<file path="src/rtl/alu_pkg.sv">
// Shared op codes, FSM state encoding and default widths for the ALU arbiter.
// Pure declarations: no latency, no flow control.
package alu_pkg;

    localparam int DAT_W = 144;

    localparam logic [3:0] OP_NONE  = 4'b0000;
    localparam logic [3:0] OP_ADD   = 4'b0001;
    localparam logic [3:0] OP_SPLIT = 4'b0010;
    localparam logic [3:0] OP_MUL   = 4'b0011;
    localparam logic [3:0] OP_DIV   = 4'b0101;
    localparam logic [3:0] OP_DEG   = 4'b0111;
    localparam logic [3:0] OP_SHIFT = 4'b1000;
    localparam logic [3:0] OP_EVAL  = 4'b1001;

    typedef enum logic [1:0] {
        IDLE  = 2'd0,
        ISSUE = 2'd1,
        WAIT  = 2'd2,
        RESP  = 2'd3
    } state_e;

    function automatic logic op_legal(input logic [3:0] typ);
        case (typ)
            OP_ADD, OP_SPLIT, OP_MUL, OP_DIV, OP_DEG, OP_SHIFT, OP_EVAL: return 1'b1;
            default: return 1'b0;
        endcase
    endfunction

endpackage

</file>
<file path="src/rtl/rr_arb2.sv">
// Two-way round-robin grant with a registered last-grant pointer.
// Latency: grant is combinational from req; backpressure: caller gates req when it cannot accept.
module rr_arb2 (
    input  logic       clk,
    input  logic       rst_b,
    input  logic [1:0] req,
    output logic [1:0] gnt
);

    // High when requester 1 was granted last; reset so requester 0 wins the first tie.
    logic last_q;

    always_comb begin
        gnt = 2'b00;
        if (req[0] && (!req[1] || last_q)) begin
            gnt = 2'b01;
        end else if (req[1]) begin
            gnt = 2'b10;
        end
    end

    always_ff @(posedge clk or negedge rst_b) begin
        if (!rst_b) begin
            last_q <= 1'b1;
        end else if (gnt != 2'b00) begin
            last_q <= gnt[1];
        end
    end

endmodule

</file>
<file path="src/rtl/alu_arbiter.sv">
// Arbitrates two requesters onto one ALU, one op in flight; result strobed back to the owner.
// Latency: accept at 0, issue at 1, response one cycle after compute_done; no grant until RESP completes.
module alu_arbiter #(
    parameter int DAT_W = alu_pkg::DAT_W,
    parameter int TMO_W = 10
) (
    input  logic             clk,
    input  logic             rst_b,
    input  logic             req0_vld,
    output logic             req0_rdy,
    input  logic [3:0]       req0_typ,
    input  logic [0:DAT_W]   req0_o_dat,
    input  logic [0:DAT_W-1] req0_t_dat,
    input  logic             req0_mod_sel,
    input  logic [0:DAT_W]   req0_mod_dat,
    input  logic             req1_vld,
    output logic             req1_rdy,
    input  logic [3:0]       req1_typ,
    input  logic [0:DAT_W]   req1_o_dat,
    input  logic [0:DAT_W-1] req1_t_dat,
    input  logic             req1_mod_sel,
    input  logic [0:DAT_W]   req1_mod_dat,
    output logic             rsp0_vld,
    output logic             rsp1_vld,
    output logic [0:DAT_W-1] rsp_dat1,
    output logic [0:DAT_W-1] rsp_dat2,
    output logic             rsp_err,
    output logic [3:0]       alu_typ_sel,
    output logic             alu_o_sel,
    output logic             alu_t_sel,
    output logic             alu_mod_sel,
    output logic [0:DAT_W]   alu_o_dat,
    output logic [0:DAT_W-1] alu_t_dat,
    output logic [0:DAT_W]   alu_mod_dat,
    input  logic [0:DAT_W-1] alu_r_dat1,
    input  logic [0:DAT_W-1] alu_r_dat2,
    input  logic             compute_done
);

    import alu_pkg::*;

    // The counter hits its all-ones limit on the same edge that leaves WAIT.
    localparam logic [TMO_W-1:0] TMO_LAST = {{(TMO_W-1){1'b1}}, 1'b0};

    state_e             state_q;
    state_e             state_d;
    logic [1:0]         arb_req;
    logic [1:0]         gnt;
    logic               acc;
    logic               sel1;
    logic [3:0]         typ_in;
    logic               owner_q;
    logic               err_q;
    logic [3:0]         typ_q;
    logic [0:DAT_W]     o_q;
    logic [0:DAT_W-1]   t_q;
    logic               mod_sel_q;
    logic [0:DAT_W]     mod_q;
    logic [TMO_W-1:0]   tmo_q;
    logic               done_ok;
    logic               tmo_hit;

    assign arb_req = {req1_vld, req0_vld} & {2{state_q == IDLE}};
    assign acc     = |gnt;
    assign sel1    = gnt[1];
    assign typ_in  = sel1 ? req1_typ : req0_typ;

    // A done strobe in the first WAIT cycle belongs to nothing we issued.
    assign done_ok = compute_done && (tmo_q != '0);
    assign tmo_hit = (tmo_q == TMO_LAST);

    rr_arb2 u_rr_arb2 (
        .clk   (clk),
        .rst_b (rst_b),
        .req   (arb_req),
        .gnt   (gnt)
    );

    always_ff @(posedge clk or negedge rst_b) begin
        if (!rst_b) begin
            state_q <= IDLE;
        end else begin
            state_q <= state_d;
        end
    end

    always_comb begin
        state_d = state_q;
        case (state_q)
            IDLE:    if (acc) state_d = op_legal(typ_in) ? ISSUE : RESP;
            ISSUE:   state_d = WAIT;
            WAIT:    if (done_ok || tmo_hit) state_d = RESP;
            RESP:    state_d = IDLE;
            default: state_d = IDLE;
        endcase
    end

    always_ff @(posedge clk or negedge rst_b) begin
        if (!rst_b) begin
            owner_q   <= 1'b0;
            err_q     <= 1'b0;
            typ_q     <= '0;
            o_q       <= '0;
            t_q       <= '0;
            mod_sel_q <= 1'b0;
            mod_q     <= '0;
            tmo_q     <= '0;
            rsp_dat1  <= '0;
            rsp_dat2  <= '0;
        end else begin
            if (acc) begin
                owner_q   <= sel1;
                err_q     <= !op_legal(typ_in);
                typ_q     <= typ_in;
                o_q       <= sel1 ? req1_o_dat   : req0_o_dat;
                t_q       <= sel1 ? req1_t_dat   : req0_t_dat;
                mod_sel_q <= sel1 ? req1_mod_sel : req0_mod_sel;
                mod_q     <= sel1 ? req1_mod_dat : req0_mod_dat;
            end else if (state_q == WAIT && !done_ok && tmo_hit) begin
                err_q <= 1'b1;
            end
            tmo_q <= (state_q == WAIT) ? tmo_q + TMO_W'(1) : '0;
            if (state_q == WAIT && done_ok) begin
                rsp_dat1 <= alu_r_dat1;
                rsp_dat2 <= alu_r_dat2;
            end
        end
    end

    always_comb begin
        req0_rdy    = gnt[0];
        req1_rdy    = gnt[1];
        rsp0_vld    = 1'b0;
        rsp1_vld    = 1'b0;
        rsp_err     = 1'b0;
        alu_typ_sel = OP_NONE;
        alu_o_sel   = 1'b0;
        alu_t_sel   = 1'b0;
        alu_mod_sel = 1'b0;
        alu_o_dat   = '0;
        alu_t_dat   = '0;
        alu_mod_dat = '0;
        case (state_q)
            ISSUE: begin
                alu_typ_sel = typ_q;
                alu_o_sel   = 1'b1;
                alu_t_sel   = 1'b1;
                alu_mod_sel = mod_sel_q;
                alu_o_dat   = o_q;
                alu_t_dat   = t_q;
                alu_mod_dat = mod_q;
            end
            WAIT: alu_typ_sel = typ_q;
            RESP: begin
                rsp0_vld = !owner_q;
                rsp1_vld = owner_q;
                rsp_err  = err_q;
            end
            default: ;
        endcase
    end

endmodule

</file>
<file path="config.mk">
export PLATFORM = sky130hd
export DESIGN_NAME = alu_arbiter
export DESIGN_NICKNAME = d
export VERILOG_FILES = /design/src/rtl/alu_pkg.sv /design/src/rtl/rr_arb2.sv /design/src/rtl/alu_arbiter.sv
export SDC_FILE = /design/constraint.sdc
export NUM_CORES = 1
export LEC_CHECK = 0
export BUFFER_PORTS_ARGS = -buffer_cell sky130_fd_sc_hd__buf_4
export CAP_MARGIN = 15
export CORE_AREA = 5 5 732 734
export DETAILED_ROUTE_END_ITERATION = 6
export DIE_AREA = 0 0 737 739
export PLACE_DENSITY = 0.3
export SETUP_SLACK_MARGIN = 0.3
export SYNTH_ARGS = -nofsm -noshare
export SYNTH_HDL_FRONTEND = slang
export SYNTH_SLANG_ARGS = --single-unit
</file>
<file path="constraint.sdc">
create_clock -name clk -period 6.45 [get_ports clk]
set_input_delay 0.3225 -clock clk [delete_from_list [all_inputs] [get_ports clk]]
set_output_delay 0.3225 -clock clk [all_outputs]
set_load 0.03 [all_outputs]
</file>
=== After elaboration in Yosys (flattened, before gate mapping) ===
Cells that the tools add are included.
Widths: inputs -> output; s select.

* Add/sub/neg operators: 1
* Equality and inequality tests: 13
* Muxes and demuxes: 26
* Bitwise operators: 1
* Reduce and logical (&&, ||, !) cells: 19

{| class="wikitable"
|+ Operator list
! kind !! count
|-
| $mux 145 || 4
|-
| $mux 144 || 2
|-
| $mux 1 || 11
|-
| $add 10x1->10 const B || 1
|-
| $eq 10x10->1 const B || 1
|-
| $mux 10 || 1
|-
| $mux 2 || 5
|-
| $reduce_bool 10->1 || 1
|-
| $eq 4x2->1 const B || 2
|-
| $eq 4x3->1 const B || 2
|-
| $eq 4x4->1 const B || 2
|-
| $mux 4 || 2
|-
| $pmux 2 s4 || 1
|-
| $reduce_or 7->1 || 1
|-
| $logic_and 1x1->1 || 5
|-
| $eq 2x2->1 const B || 2
|-
| $eq 4x1->1 const B || 1
|-
| $logic_not 1->1 || 4
|-
| $ne 2x2->1 const B || 2
|-
| $reduce_bool 2->1 || 2
|-
| $reduce_or 2->1 || 2
|-
| $and 2x2->2 || 1
|-
| $eq 2x1->1 const B || 1
|-
| $logic_not 2->1 || 1
|-
| other kinds (2) || 3
|}

* Register bits after elaboration: 742
* Logic and storage cells: 72

=== Logic depth before layout (Yosys ltp) ===
Gate-level depths: netlist (run 1).

* Depth after elaboration: 15
* Depth in mapped cells: 9

=== Hierarchy ===
Synthesis (run 1) repeated with hierarchy kept, for this count alone.

* Cells, all modules: 3086
* Area, all modules: 34366.7 um^2

{| class="wikitable"
|+ By module, submodules not included
! module !! times used !! cells an instance !! area each (um^2) !! sequential area each (um^2)
|-
| alu_arbiter || 1 || 3080 || 34312.9 || 18542.8
|-
| rr_arb2 || 1 || 6 || 53.8 || 26.3
|}

=== Worst setup path after synthesis (run 1) ===
No wires, ideal clock.

* Path type: register -> output
* From: register state_q[0]
* To: output req1_rdy
* Arrival: 2.050 ns
* Slack: 4.078 ns
* Cell stages (with the launch flop): 8
* Path buffers: 3
* Path through: dfrtp_1 -> inv_1 -> ha_1 -> and2_1 -> and2_1 -> clkbuf_1 -> buf_1 -> buf_1

* Cells in the longest elaborated chain, start to end: 6
* Elaborated cells on any way between the ends: 7
* Those cells by class: mux (2); bitwise (1); reduce/logical (4)

{| class="wikitable"
|+ Ends and longest elaborated chain
! what !! RTL line !! source
|-
| from (decl) || alu_arbiter.sv:45 || <nowiki>state_e state_q;</nowiki>
|-
| from (signal assigned) || alu_arbiter.sv:83 || <nowiki>state_q <= state_d;</nowiki>
|-
| $logic_not 2->1 (*) || alu_arbiter.sv:63 || <nowiki>assign arb_req = {req1_vld, req0_vld} & {2{state_q == IDLE}};</nowiki>
|-
| $and 2x2->2 (*) || alu_arbiter.sv:63 ||
|-
| $logic_not 1->1 || rr_arb2.sv:15 || <nowiki>if (req[0] && (!req[1] || last_q)) begin</nowiki>
|-
| $logic_or 1x1->1 || rr_arb2.sv:15 ||
|-
| $logic_and 1x1->1 || rr_arb2.sv:15 ||
|-
| $mux 2 (*) || rr_arb2.sv:15 ||
|-
| to (decl) || alu_arbiter.sv:17 || <nowiki>output logic req1_rdy,</nowiki>
|}

Mark *: on every way between the ends. The rest lies on a longest branch, timed or not.

=== Final worst setup path (run 1) ===
* From: register state_q[1]
* To: register o_q[71] in the netlist's numbering

* Cells in the longest elaborated chain, start to end: 7
* Elaborated cells on any way between the ends: 9
* Those cells by class: mux (3); bitwise (1); reduce/logical (5)

{| class="wikitable"
|+ Ends and longest elaborated chain
! what !! RTL line !! source
|-
| $logic_not 2->1 (*) || alu_arbiter.sv:63 ||
|-
| $and 2x2->2 (*) || alu_arbiter.sv:63 ||
|-
| $logic_not 1->1 || rr_arb2.sv:15 ||
|-
| $logic_or 1x1->1 || rr_arb2.sv:15 ||
|-
| $logic_and 1x1->1 || rr_arb2.sv:15 ||
|-
| $mux 2 (*) || rr_arb2.sv:15 ||
|-
| $mux 145 / $reduce_or 2->1 (equally long branches) || alu_arbiter.sv:115, alu_arbiter.sv:64 ||
|-
| to (signal assigned) || alu_arbiter.sv:115 || <nowiki>o_q <= sel1 ? req1_o_dat : req0_o_dat;</nowiki>
|-
| to (decl) || alu_arbiter.sv:55 || <nowiki>logic [0:DAT_W] o_q;</nowiki>
|}

Marks and branches as above.
A chain may end at the register's enable or synchronous reset.

==> summary.md, run 1 <==
| Metric | Value |
|---|---|
| Outcome | complete, but fails checks |
| Failing checks | DRC |
| Min Tclk post-route | 4050 ps |
| Core area | 528,000 um^2 |
| Worst Hold Class | in2reg |
| Final worst path period share | 62.8% |
| Critical path data arrival time | 4820 ps |
| Post-DP HPWL | 341,000 um |
| Post-Syn Nets | 3,834 |
| Worst EP required | 7220 ps |
| Worst Hold Endpoint | state_q[1]$_DFFE_PN0P_ |
| Critical path buffers and inverters | 5 |
| CTS Root Cell | clkbuf_16 |
| Fillers | 60,200 |
| Synth top area share | 56.1% |
| Via-per-instance ratio | 2.96 |
| Synth top area cells | dfrtp_1, a222oi_1, mux2_4, and2_1, inv_1 |
| CP Class | reg2reg |
| Initial Utilization | 6.26% |
| Routed wl met3 | 48,900 um |
| Clk_lat worst skew | 900 ps |
| P&R area growth vs syn | 117% |
| CTS clock-pin slew for the worst setup and hold paths | 60 ps |
| Final-stage net count | 6,858 |
| Share of layout cells above drive strength 1 | 42.2% |
| Pin count of the biggest net entering global routing | 129 |
| Setup violations, final | 0 |
| DRC | 165 |
| Startpoint types | flop |
| Post-CTS sizing | 0 |
| Antenna-violating nets left | 0 |
| CTS tree | done |
| CP endpoint kind | flop |
| Reg2reg start | state_q[1]$_DFFE_PN0P_ |
| Ports | 1,905 |
| Slew of the pin with the lowest slew margin | 1180 ps |
| Worst VDD drop | 269 uV |
| Cts hold-fix bufs | 1,175 |
| Final GP Congestion | 0.993 |
| Vias | 38,200 |
| Cells after DPL | 11,400 |
| Distinct cells, synth | 40 |
| Highest routed layer | met5 |
| Setup bufs post-CTS | 0 |
| Max_slew headroom | 21.1% |
| Num CTS Buffers | 117 |
| Syn avg cell area | 12.4 um^2 |
| Row cnt | 267 |
| Met2 Wirelength | 189,000 um |
| First-pass GRT wire length | 490,000 um |
| Post-Route M1 WL | 147,000 um |
| Input/output buffers | 1,904 |
| Hold Crit Depth | 5 |
| Multi-input logic area | 11,800 um^2 |
| Worst path cell trace | inv_1 > ha_1 > and2_1 > and2_4 > buf_4 > buf_4 > a222oi_1 > dlygate4sd3_1 > inv_1 |
| GR Overflow Total | 0 |
| Max Cap Viol | 0 |
| Reg area | 18,600 um^2 |
| RR Endpoint | o_q[71]$_DFFE_PN0P_ |
| Final Max Tran Viols | 0 |
| DIE AREA | 545,000 um^2 |
| Synth area leader | dfrtp_1 |
| Register bit total from synthesis | 742 |
| DP Area | 55,700 um^2 |
| H-tree depth | 3 |
| Mapped Area | 33,000 um^2 |
| Leakage | 0.0330 uW |
| Register area share after synthesis | 56.2% |
| YS warnings | 0 |
| Cell area after layout | 71,800 um^2 |
| R2R setup slack | 2400 ps |
| Iter 0 DRT Violations | 4,696 |
| Setup Skew | 74.0 ps |
| Crit path largest cell delay | 670 ps |
| Buffers from clock root to sink, at most | 4 |
| Die W | 737 um |
| GRT Overall Usage | 14.0% |
| CP max FO | 55 |
| Hold path startpoint | req1_typ[0] |
| Pwr per Cell Area | 464 nW/um^2 |
| Worst reg2reg path depth | 9 |
| Post-layout util | 13.6% |
| Cell family with most CP delay | buffers and inverters |
| Count of final hold-check violations | 0 |
| Initial antenna violation count | 376 |
| RSZ-0062 raised after global routing | no |
| Non-Filler Instances | 12,900 |
| Detailed Routing Iterations Pass 1 | 7 |
| Clock sinks | 742 |
| Cells after Synth | 2,655 |
| Fmax | 0.247 GHz |
| Drt wl/cell | 30.9 um |
| Number of global-route vias before repair | 40,300 |
| Slowest cell on the critical path | and2_4 |
| Setup TNS | 0 ps |
| Chip height | 739 um |
| Final wirelength | 400,000 um |
[logic make-up (layout without fill, tap and decap cells)]
logic type / Yosys count / count (layout) / share of synthesized area [%]
fa+ha+maj: 8 / 8 / 0.303
buf+inv: 669 / 3786 / 8.20
other cells: 0 / 153 / 0
mux: 292 / 292 / 12.4
compound gates: 455 / 455 / 13.6
xor+xnor: 10 / 10 / 0.265
simple gates: 479 / 479 / 8.95
flops: 742 / 742 / 56.2
[layout by cell type, fill, tap and decap left out, drive strengths merged, types with 2 or more instances in the layout]
cell,synthesis,routed
xnor2,2,2
mux2,289,289
mux2i,3,3
nor2b,2,2
ha,8,8
dlygate4sd3,0,1174
nand2,7,7
buf,45,1958
o21ai,5,5
clkbuf,182,179
diode,0,153
inv,441,447
dfrtp,741,741
a21o,3,3
a21oi,5,5
and2,444,444
nor2,11,11
clkinvlp,0,5
nand4,3,3
and4,2,2
bufinv,0,6
xor2,8,8
a222oi,435,435
nand3,4,4
and3,3,3
clkinv,1,17
[worst max-delay path by stage]
stage	startpoint	endpoint	slack, ps	cells after the start
after floorplan	state_q[0]$_DFFE_PN0P_	req1_rdy	4080	7
after global placement	state_q[0]$_DFFE_PN0P_	o_q[102]$_DFFE_PN0P_	3080	8
after detailed placement	state_q[1]$_DFFE_PN0P_	o_q[105]$_DFFE_PN0P_	3010	8
after CTS	state_q[1]$_DFFE_PN0P_	alu_o_dat[23]	2250	6
after global routing	state_q[1]$_DFFE_PN0P_	alu_o_dat[23]	2160	6
final	state_q[1]$_DFFE_PN0P_	o_q[71]$_DFFE_PN0P_	2400	9
[metrics by stage]
stage / setup WS, ps / hold slack [ps] / power, uW
floorplan: 4080 / 26.9 / 15800
global placement: 3080 / 375 / 24100
detailed placement: 3010 / 367 / 24200
CTS: 2250 / 53.6 / 34200
global route: 2160 / 123 / 35200
finish: 2400 / 183 / 33300
[per-layer routing]
metal,track usage [%],up-vias
met2,23.7,2191
met5,0,-
met1,15.1,19300
met4,4.03,172
li1,-,15900
met3,7.47,643
[where the power goes]
group	switching (uW)	internal, uW	total, uW
Combinational	9940	7700	17600
Sequential	1980	6900	8880
Clock	2810	3970	6780
[cell usage after synthesis]
cell type,number
nand2b_1,1
and2_1,444
a31o_2,1
inv_1,441
nor2_1,10
ha_1,8
clkbuf_1,182
clkinv_1,1
a32o_1,1
nor2_2,1
mux2_1,2
buf_4,1
o21ai_0,4
xor2_1,8
mux2_4,218
or4b_1,1
nand2_1,7
o2111ai_1,1
dfstp_2,1
a222oi_1,435
nor2b_1,2
o21ai_1,1
nand4_1,3
xnor2_1,2
a21oi_1,5
or3_1,1
a31oi_1,1
mux2i_1,3
and3_1,3
a221o_1,1
mux2_2,69
o41ai_4,1
dfrtp_1,741
buf_1,13
buf_2,6
buf_6,25
and4_1,2
a21o_1,3
a211oi_1,1
nand3_1,4
[worst reg2reg max path: stages (launching register included)]
cell	delay [ps]
dfrtp_1	410
inv_1	150
ha_1	310
and2_1	230
and2_4	670
buf_4	600
buf_4	670
a222oi_1	240
dlygate4sd3_1	630
inv_1	70
[final cells by class]
type / instances / share of cell area (%)
multi-input cells: 1244 / 16.4
well taps: 6994 / 12.2
clock buffers: 179 / 4.89
repair buffers: 3132 / 37.2
flip-flops and latches: 742 / 25.9
diodes: 153 / 0.533
inverters: 442 / 2.31
clock inverters: 33 / 0.556
[sequential cells by signal (all words and copies together), names as in the netlist]
register	cells
u_rr_arb2.last_q	1
owner_q	1
rsp_dat2	144
tmo_q	10
typ_q	4
mod_q	145
mod_sel_q	1
rsp_dat1	144
t_q	144
err_q	1
state_q	2
o_q	145
No activity file was read; power rests on OpenSTA's default activity.
==> run 2, diff against run 1 <==
clock period = 3.7 ns   (was 6.45 ns; I/O delays follow)
==> summary.md, run 2 (same netlist as run 1, synthesis figures left out) <==
| Metric | Value |
|---|---|
| Pwr per Cell Area | 792 nW/um^2 (+71%) |
| Ports | 1,905 (unchanged) |
| Final-stage net count | 7,020 (+2.4%) |
| Worst path cell trace | inv_1 > ha_1 > and2_1 > o2111ai_1 > dlygate4sd3_1 > a21oi_1 > dlygate4sd3_1 > a21o_1 > dlygate4sd3_1 |
| CTS clock-pin slew for the worst setup and hold paths | 60 ps (about the same) |
| Setup violations, final | 0 (unchanged) |
| DP Area | 56,100 um^2 (+0.64%) |
| Largest regs | mod_q: 145 flops, o_q: 145 flops |
| Leakage | 0.0337 uW (+2.0%) |
| Critical path buffers and inverters | 4 (-1) |
| Slowest cell on the critical path | dlygate4sd3_1 |
| CP endpoint kind | flop |
| Vias | 38,800 (+1.5%) |
| Startpoint types | flop |
| Die W | 737 um (unchanged) |
| Fmax | 0.310 GHz (+26%) |
| Max_slew headroom | 25.8% (+4.7 points) |
| Core area | 528,000 um^2 (unchanged) |
| Worst Hold Class | in2async |
| P&R area growth vs syn | 122% |
| Post-DP HPWL | 340,000 um (-0.53%) |
| CP max FO | 5 (-91%) |
| Most frequent cells in the layout | buf_4, dlygate4sd3_1, dfrtp_1 |
| Count of final hold-check violations | 0 (unchanged) |
| Fillers | 60,100 (-0.16%) |
| Worst EP required | 4410 ps (-2810 ps) |
| DRC | 134 (-19%) |
| RSZ-0062 raised after global routing | no |
| Final worst path period share | 87.2% (+24 points) |
| GR Overflow Total | 0 (unchanged) |
| CTS tree | done |
| Final wirelength | 395,000 um (-1.0%) |
| Crit path largest cell delay | 610 ps (-60 ps) |
| H-tree depth | 3 (unchanged) |
| Cell family with most CP delay | buffers and inverters |
| Critical path data arrival time | 3930 ps (-890 ps) |
| Slew of the pin with the lowest slew margin | 1110 ps (-70.7 ps) |
| Outcome | complete, but fails checks |
| Initial antenna violation count | 360 (-4.3%) |
| Drt wl/cell | 30.3 um (-2.0%) |
| First-pass GRT wire length | 488,000 um (-0.34%) |
| Worst reg2reg path depth | 9 (unchanged) |
| Via-per-instance ratio | 2.98 (+0.56%) |
| RR Endpoint | err_q$_DFFE_PN0P_ |
| GRT Overall Usage | 13.9% (-0.13 points) |
| Top cell by count, worst path | dlygate4sd3_1 |
| Setup TNS | 0 ps (unchanged) |
| Max Cap Viol | 0 (unchanged) |
| Number of global-route vias before repair | 41,300 (+2.5%) |
| Failing checks | DRC |
| Final GP Congestion | 0.977 (-1.6%) |
| Num CTS Buffers | 111 (-5.1%) |
| CP Class | reg2reg |
| Antenna-violating nets left | 0 (unchanged) |
| Post-layout util | 13.9% (+0.27 points) |
| Clk_lat worst skew | 870 ps (-30 ps) |
| Input/output buffers | 1,904 (unchanged) |
| Final Max Tran Viols | 0 (unchanged) |
| Cell area after layout | 73,200 um^2 (+2.0%) |
| Row cnt | 267 (unchanged) |
| Iter 0 DRT Violations | 4,217 (-10%) |
| Worst VDD drop | 397 uV (+48%) |
| DIE AREA | 545,000 um^2 (unchanged) |
| Pin count of the biggest net entering global routing | 116 (-10%) |
| Initial Utilization | 6.26% (unchanged) |
| Min Tclk post-route | 3230 ps (-824 ps) |
| Detailed Routing Iterations Pass 1 | 7 (unchanged) |
| Share of layout cells above drive strength 1 | 41.7% (-0.57 points) |
| Clock sinks | 742 (unchanged) |
| R2R setup slack | 470 ps (-1930 ps) |
| Setup Skew | 53.8 ps (-20.3 ps) |
| Reg2reg start | state_q[0]$_DFFE_PN0P_ |
| Chip height | 739 um (unchanged) |
| Commonest non-fill, non-tap cell in the layout | buf_4 |
| CTS Root Cell | clkbuf_16 |
| Buffers from clock root to sink, at most | 4 (unchanged) |
| Hold slack final | 96.7 ps (-86.4 ps) |
run 2: layout make-up:
type | count | area, um^2 | share of cell area (%)
Clock buffer | 162 | 3240 | 4.43
Inverter | 442 | 1660 | 2.27
Clock inverter | 30 | 500 | 0.684
Antenna cell | 129 | 323 | 0.441
Tap cell | 6994 | 8750 | 12.0
Multi-Input combinational cell | 1244 | 11800 | 16.1
Sequential cell | 742 | 18600 | 25.4
Timing Repair Buffer | 3300 | 28400 | 38.7
run 2: report_power, final:
part           switching, uW  internal, uW
Sequential              3620         12000
Combinational          17300         13700
Clock                   4600          6720
Total                  25500         32500
run 2: worst max path at each step:
stage                                      start                   endpoint  slack, ps  cells after the start
after floorplan           state_q[0]$_DFFE_PN0P_        o_q[12]$_DFFE_PN0P_       1370                      9
after global placement        tmo_q[0]$_DFF_PN0_  rsp_dat2[131]$_DFFE_PN0P_        150                      7
after detailed placement      tmo_q[0]$_DFF_PN0_    rsp_dat1[5]$_DFFE_PN0P_        160                      7
after CTS                 state_q[0]$_DFFE_PN0P_                   req0_rdy        320                      7
after global routing      state_q[0]$_DFFE_PN0P_          err_q$_DFFE_PN0P_        330                      9
final                     state_q[0]$_DFFE_PN0P_          err_q$_DFFE_PN0P_        470                      9
run 2: worst register-to-register path, delay by kind of cell, from the launching register on:
kind | cells | cell delay (ps)
adders and majority gates | 1 | 300
buffers and inverters | 4 | 1870
DFF | 1 | 420
and+or+nand+nor | 1 | 210
AOI/OAI and AO/OA | 3 | 320
run 2: repair_timing:
item	in CTS	in global routing
pin swaps	1	0
gates resized for setup	2	1
hold endpoints to repair	756	0
setup buffers	9	0
hold buffers	1296	0
setup endpoints to repair	97	1
run 2: metrics by stage:
step,worst slack (ps),total power [uW],std cells
3_3_place_gp,147,42200,11400
2_1_floorplan,1370,27500,2655
4_1_cts,317,59400,12900
6_report,475,58000,13000
5_1_grt,335,61100,13000
3_5_place_dp,162,42300,11400
run 2: metal layers:
metal  wire length [um]  up-vias  global-route usage, %
met1             145000    19600                   14.8
met5               1150        -                      0
met3              48000      638                   7.60
met4              15100      176                   4.10
met2             186000     2257                   23.5
li1                   -    16200                      -
